## src/rtl/vjtag_dr_bridge.sv

```systemverilog
// Virtual JTAG data-register consumer: oversamples the tap in the clk domain. It shifts a DW-bit DR
// LSB-first and hands command frames to the fabric over a single-entry valid/ready buffer.
module vjtag_dr_bridge #(
   parameter int DW       = 8,
   parameter int SYNC_LEN = 2
) (
   input  logic          clk,
   input  logic          rst,
   input  logic          tck,
   input  logic          tdi,
   input  logic          ir_in,
   input  logic          virtual_state_cdr,
   input  logic          virtual_state_sdr,
   input  logic          virtual_state_udr,
   output logic          tdo,
   output logic [DW-1:0] cmd_data,
   output logic          cmd_valid,
   input  logic          cmd_ready,
   input  logic [DW-3:0] rsp_data,
   output logic          overrun
);

   // Handshake: cmd_data is stable while cmd_valid=1; the command transfers on a clk edge with
   // cmd_valid & cmd_ready, and cmd_valid drops on the following clk.

   localparam int BW = 6;

   logic [SYNC_LEN-1:0][BW-1:0] sync_q, sync_d;
   logic                        tck_d_q, tck_d_d;
   logic [DW-1:0]               shift_q, shift_d;
   logic [DW-1:0]               cmd_data_q, cmd_data_d;
   logic                        cmd_valid_q, cmd_valid_d;
   logic                        overrun_q, overrun_d;
   logic                        tdo_q, tdo_d;

   logic tck_s, tdi_s, ir_s, cdr_s, sdr_s, udr_s;
   logic tck_rise, tck_fall, accept, drop, clear;

   // All tap inputs travel through one chain so they stay aligned with tck.
   always_comb begin
      sync_d    = sync_q;
      sync_d[0] = {tck, tdi, ir_in, virtual_state_cdr, virtual_state_sdr, virtual_state_udr};
      for (int i = 1; i < SYNC_LEN; i++) begin
         sync_d[i] = sync_q[i-1];
      end
   end

   assign {tck_s, tdi_s, ir_s, cdr_s, sdr_s, udr_s} = sync_q[SYNC_LEN-1];
   assign tck_rise = tck_s & ~tck_d_q;
   assign tck_fall = ~tck_s & tck_d_q;
   assign tck_d_d  = tck_s;
   assign accept   = cmd_valid_q & cmd_ready;

   always_comb begin
      shift_d     = shift_q;
      cmd_data_d  = cmd_data_q;
      cmd_valid_d = cmd_valid_q;
      overrun_d   = overrun_q;
      tdo_d       = tdo_q;
      drop        = 1'b0;
      clear       = 1'b0;

      if (accept) begin
         cmd_valid_d = 1'b0;
      end

      if (tck_rise) begin
         if (cdr_s) begin
            if (ir_s) begin
               shift_d = cmd_data_q;
            end else begin
               shift_d = {cmd_valid_q, overrun_q, rsp_data};
               clear   = 1'b1;
            end
         end else if (sdr_s) begin
            shift_d = {tdi_s, shift_q[DW-1:1]};
         end else if (udr_s && ir_s) begin
            // A pending entry (even one being accepted this clk) means the new frame is lost.
            if (cmd_valid_q) begin
               drop = 1'b1;
            end else begin
               cmd_data_d  = shift_q;
               cmd_valid_d = 1'b1;
            end
         end
      end

      if (clear) begin
         overrun_d = 1'b0;
      end
      if (drop) begin
         overrun_d = 1'b1;
      end

      if (tck_fall) begin
         tdo_d = shift_q[0];
      end
   end

   always_ff @(posedge clk) begin
      if (rst) begin
         sync_q      <= '0;
         tck_d_q     <= 1'b0;
         shift_q     <= '0;
         cmd_data_q  <= '0;
         cmd_valid_q <= 1'b0;
         overrun_q   <= 1'b0;
         tdo_q       <= 1'b0;
      end else begin
         sync_q      <= sync_d;
         tck_d_q     <= tck_d_d;
         shift_q     <= shift_d;
         cmd_data_q  <= cmd_data_d;
         cmd_valid_q <= cmd_valid_d;
         overrun_q   <= overrun_d;
         tdo_q       <= tdo_d;
      end
   end

   assign tdo       = tdo_q;
   assign cmd_data  = cmd_data_q;
   assign cmd_valid = cmd_valid_q;
   assign overrun   = overrun_q;

endmodule

```

## config.mk

```make
export PLATFORM = sky130hd
export DESIGN_NAME = vjtag_dr_bridge
export DESIGN_NICKNAME = d
export VERILOG_FILES = /design/src/rtl/vjtag_dr_bridge.sv
export SDC_FILE = /design/constraint.sdc
export NUM_CORES = 1
export LEC_CHECK = 0
export CAP_MARGIN = 20
export CORE_MARGIN = 4
export CORE_UTILIZATION = 52
export CTS_BUF_LIST = sky130_fd_sc_hd__clkbuf_2
export DETAILED_ROUTE_END_ITERATION = 16
export PLACE_DENSITY = 0.81
export RECOVER_POWER = 50
export SLEW_MARGIN = 20
export SYNTH_ARGS = -nofsm -noshare
export SYNTH_HDL_FRONTEND = slang
export SYNTH_SLANG_ARGS = --single-unit
```

## constraint.sdc

```tcl
create_clock -name clk -period 1.5 [get_ports clk]
set_clock_uncertainty 0.1 [all_clocks]
set_input_delay 0.15 -clock clk [delete_from_list [all_inputs] [get_ports clk]]
set_output_delay 0.15 -clock clk [all_outputs]
set_load 0.02 [all_outputs]
```

==> metrics, run 1 <==
DRT Wirelength=approximately 2.6 mm; Max Root-Sink Buffers=2; WP data arrival=between 1.5 and 2 ns; Die W=57.3 um; Clock Sinks=32; Crit path depth=3; register area=around 640 um^2; EDFF count, synth=0; Worst R2R Setup Slack=~0.091 ns; VDD IR max=approximately 0.77 mV; vias in the first global route=about 1k; IO Count=26; RSZ-0062 raised after global routing=no; post-DP HPWL=roughly 1.9 mm; DR vias=roughly 1.0k; worst path buffer plus inverter count=0; clock latency on the worst-skew pair=0.35 ns; Worst EP required=roughly 1.7 ns; Fin. Hold Viols=0; Slew HR=about three quarters; Syn Nets=about 140; Vias/cell=about 5.7; GP Congestion=approximately 0.8; Post-CTS Setup Inserts=0; met2 global-route usage=a little under a third; r2r startpoint=ir_s; antenna diode count=0; M3 GR Usage=under 10%; Core Box Area=2250 um^2; final slew viol count=0; synth warn=0; PD cells=approximately 850 nW/um^2; post-synth top area share=50.6%; DRC=0; synthesized instance count=between 100 and 150; setup TNS=0 ns; Hold Crit Class=in -> reg; Clock transition at path regs=between 0.1 and 0.15 ns; Hold Buf Count CTS=0; Setup crit end=cmd_data[0]; status=finished, final reports clean; Routed wire per std cell=~14 um; Yosys cell types=20; Filler cells=between 200 and 250; HP Start=virtual_state_cdr; CP startpoint kind=flip-flop; P&R area growth vs syn=24.7%; Synth area leaders=dfxtp_1 (51%), mux2i_1 (7.1%), nor2b_1 (6.9%); CP Capture Type=flip-flop; total global-route track usage=approximately 18%; GRT overflow=0; final antenna-violating net count=0; Post-Layout Cell Count=between 150 and 200; total die area=between 3000 and 4000 um^2; Clock Tree Root=clkbuf_2; largest net degree at the start of global routing=25; Die Y=57.3 um; standard-cell rows=17; f_max=~700 MHz; ys flop type=dfxtp_1; fin crit share=approximately 94%; r2r worst-path depth=3; Critical-path top delay cell=dfxtp_1; number of port buffers=25; Crit path max-delay family=simple AND/OR/NAND/NOR gates; TritonCTS buffer count=5; R2R Path End=cmd_data[0]; drt first pass iters=4; htree depth=2; met1 GRT Util=slightly below 20%; Synth Cell Area=around 1300 um^2; Worst-Margin Slew=around 0.37 ns; drt initial violations=37; FFs w/ async S/R, synth=0%; most frequent cells after synthesis=dfxtp_1 (32), a21oi_1 (16), nor2b_1 (14); leakage dissipation=0.000632 uW; worst stage delay on the critical path=0.47 ns; CP max FO=9; share of cells above drive strength 1=about 9.6%; antenna violations before repair=0; multi-input logic area=between 500 and 600 um^2; CP Launch Point=ir_s; global-route wire length before repair=about 4.4 mm; Seq cells post-synth=32; # placed instances=between 150 and 200; cell breakdown of the critical path=and4bb_1, nand4b_1, a21oi_1; endpoints failing setup=0; Nets=about 170; min cycle time layout=roughly 1.4 ns; Max Cap Viol=0; kind of critical path=reg -> reg; sequential cell area fraction in the yosys report=between 50% and 60%; most used standard cell by instance count after synthesis=dfxtp_1; GR peak layer=met2; Initial Util=a little under three fifths; biggest area consumer among synthesized cells=dfxtp_1; CTS tree=done; Syn Area/Cell=roughly 10 um^2
[what timing repair did]
item                       4_1_cts  5_1_grt
gates resized for setup         11        1
cloned                           0        0
setup endpoints to repair       11        1
[cell type report]
cell class / count / share of cell area [%]
clock buffer: 5 / 1.58
multi-input combinational: 85 / 36.8
sequential: 32 / 40.6
timing repair buffer: 32 / 18.3
tap: 28 / 2.22
clock inverter: 2 / 0.475
[logic make-up after synthesis]
logic type / after synthesis / share of synthesized area [%]
flip-flops: 32 / 50.6
AO/OA/AOI/OAI: 35 / 17.1
AND/OR/NAND/NOR: 41 / 21.5
multiplexers: 9 / 7.11
buffers and inverters: 10 / 3.66
[state kept, by name (all words and copies together), names as in the netlist]
signal / cells
overrun: 1
cmd_data: 8
cdr_s: 1
sync_q: 3
shift_q: 8
sync_d: 6
cmd_valid: 1
tck_d_q: 1
sdr_s: 1
ir_s: 1
tdo: 1
[worst min-delay path by stage]
stage | slack, ns | to | depth (start not counted)
4_1_cts | 0.22 | sync_d[7] | 2
6_report | 0.24 | sync_d[8] | 2
5_1_grt | 0.21 | sync_d[8] | 2
3_3_place_gp | 0.32 | cdr_s | 1
3_5_place_dp | 0.33 | sync_q[11] | 1
2_1_floorplan | 0.12 | sync_d[11] | 1
[worst register-to-register path, delay by kind of cell, from the launching register on]
family          cells  cell delay (ns)
flops               1             0.47
simple gates        2             0.63
compound gates      1             0.15
[where the power goes]
part	total, uW	switching, uW	internal [uW]	leakage, uW
clock network	352	256	96.0	0.0000239
logic	112	47.5	64.7	0.000347
registers	875	8.67	867	0.000260
[per-stage QoR]
step                      power [uW]  hold WS, ns  setup WS [ns]  instance area, um^2  util, %
after global placement          1000        0.318          0.131                 1560     69.1
after CTS                       1360        0.217         0.0764                 1580     69.9
after floorplan                  950        0.122          0.158                 1270        -
after detailed placement        1010        0.330         0.0969                 1560     69.1
after global routing            1420        0.208        0.00337                 1580     70.0
final                           1340        0.245         0.0911                 1580     70.0
[layout by cell type, fill, tap and decap left out, types with 5 or more instances in the layout]
master	count
dfxtp_1	32
o21ai_0	8
buf_4	7
clkbuf_2	5
a22o_1	8
nor2b_1	14
clkdlybuf4s50_1	13
mux2i_1	9
dlygate4sd2_1	11
nor2_1	10
a21oi_1	16
nand4b_1	8
[metal layers]
metal  vias up  part of all wire [%]
met3         4                   6.3
met5         -                     0
met2        32                    51
met4         0                   1.5
li1        509                     -
met1       502                    41
Note: power is estimated with default switching activity, not from simulation.
==> inputs of run 2 (changes only) <==
--- a/config.mk
+++ b/config.mk
@@ -5,7 +5,6 @@
 export SDC_FILE = /design/constraint.sdc
 export NUM_CORES = 1
 export LEC_CHECK = 0
-export CAP_MARGIN = 20
 export CORE_MARGIN = 4
 export CORE_UTILIZATION = 52
 export CTS_BUF_LIST = sky130_fd_sc_hd__clkbuf_2
@@ -16,3 +15,4 @@
 export SYNTH_ARGS = -nofsm -noshare
 export SYNTH_HDL_FRONTEND = slang
 export SYNTH_SLANG_ARGS = --single-unit
+export TNS_END_PERCENT = 5
==> results of run 2 <==
Final layout, timing and power as in run 1 (identical DEF).
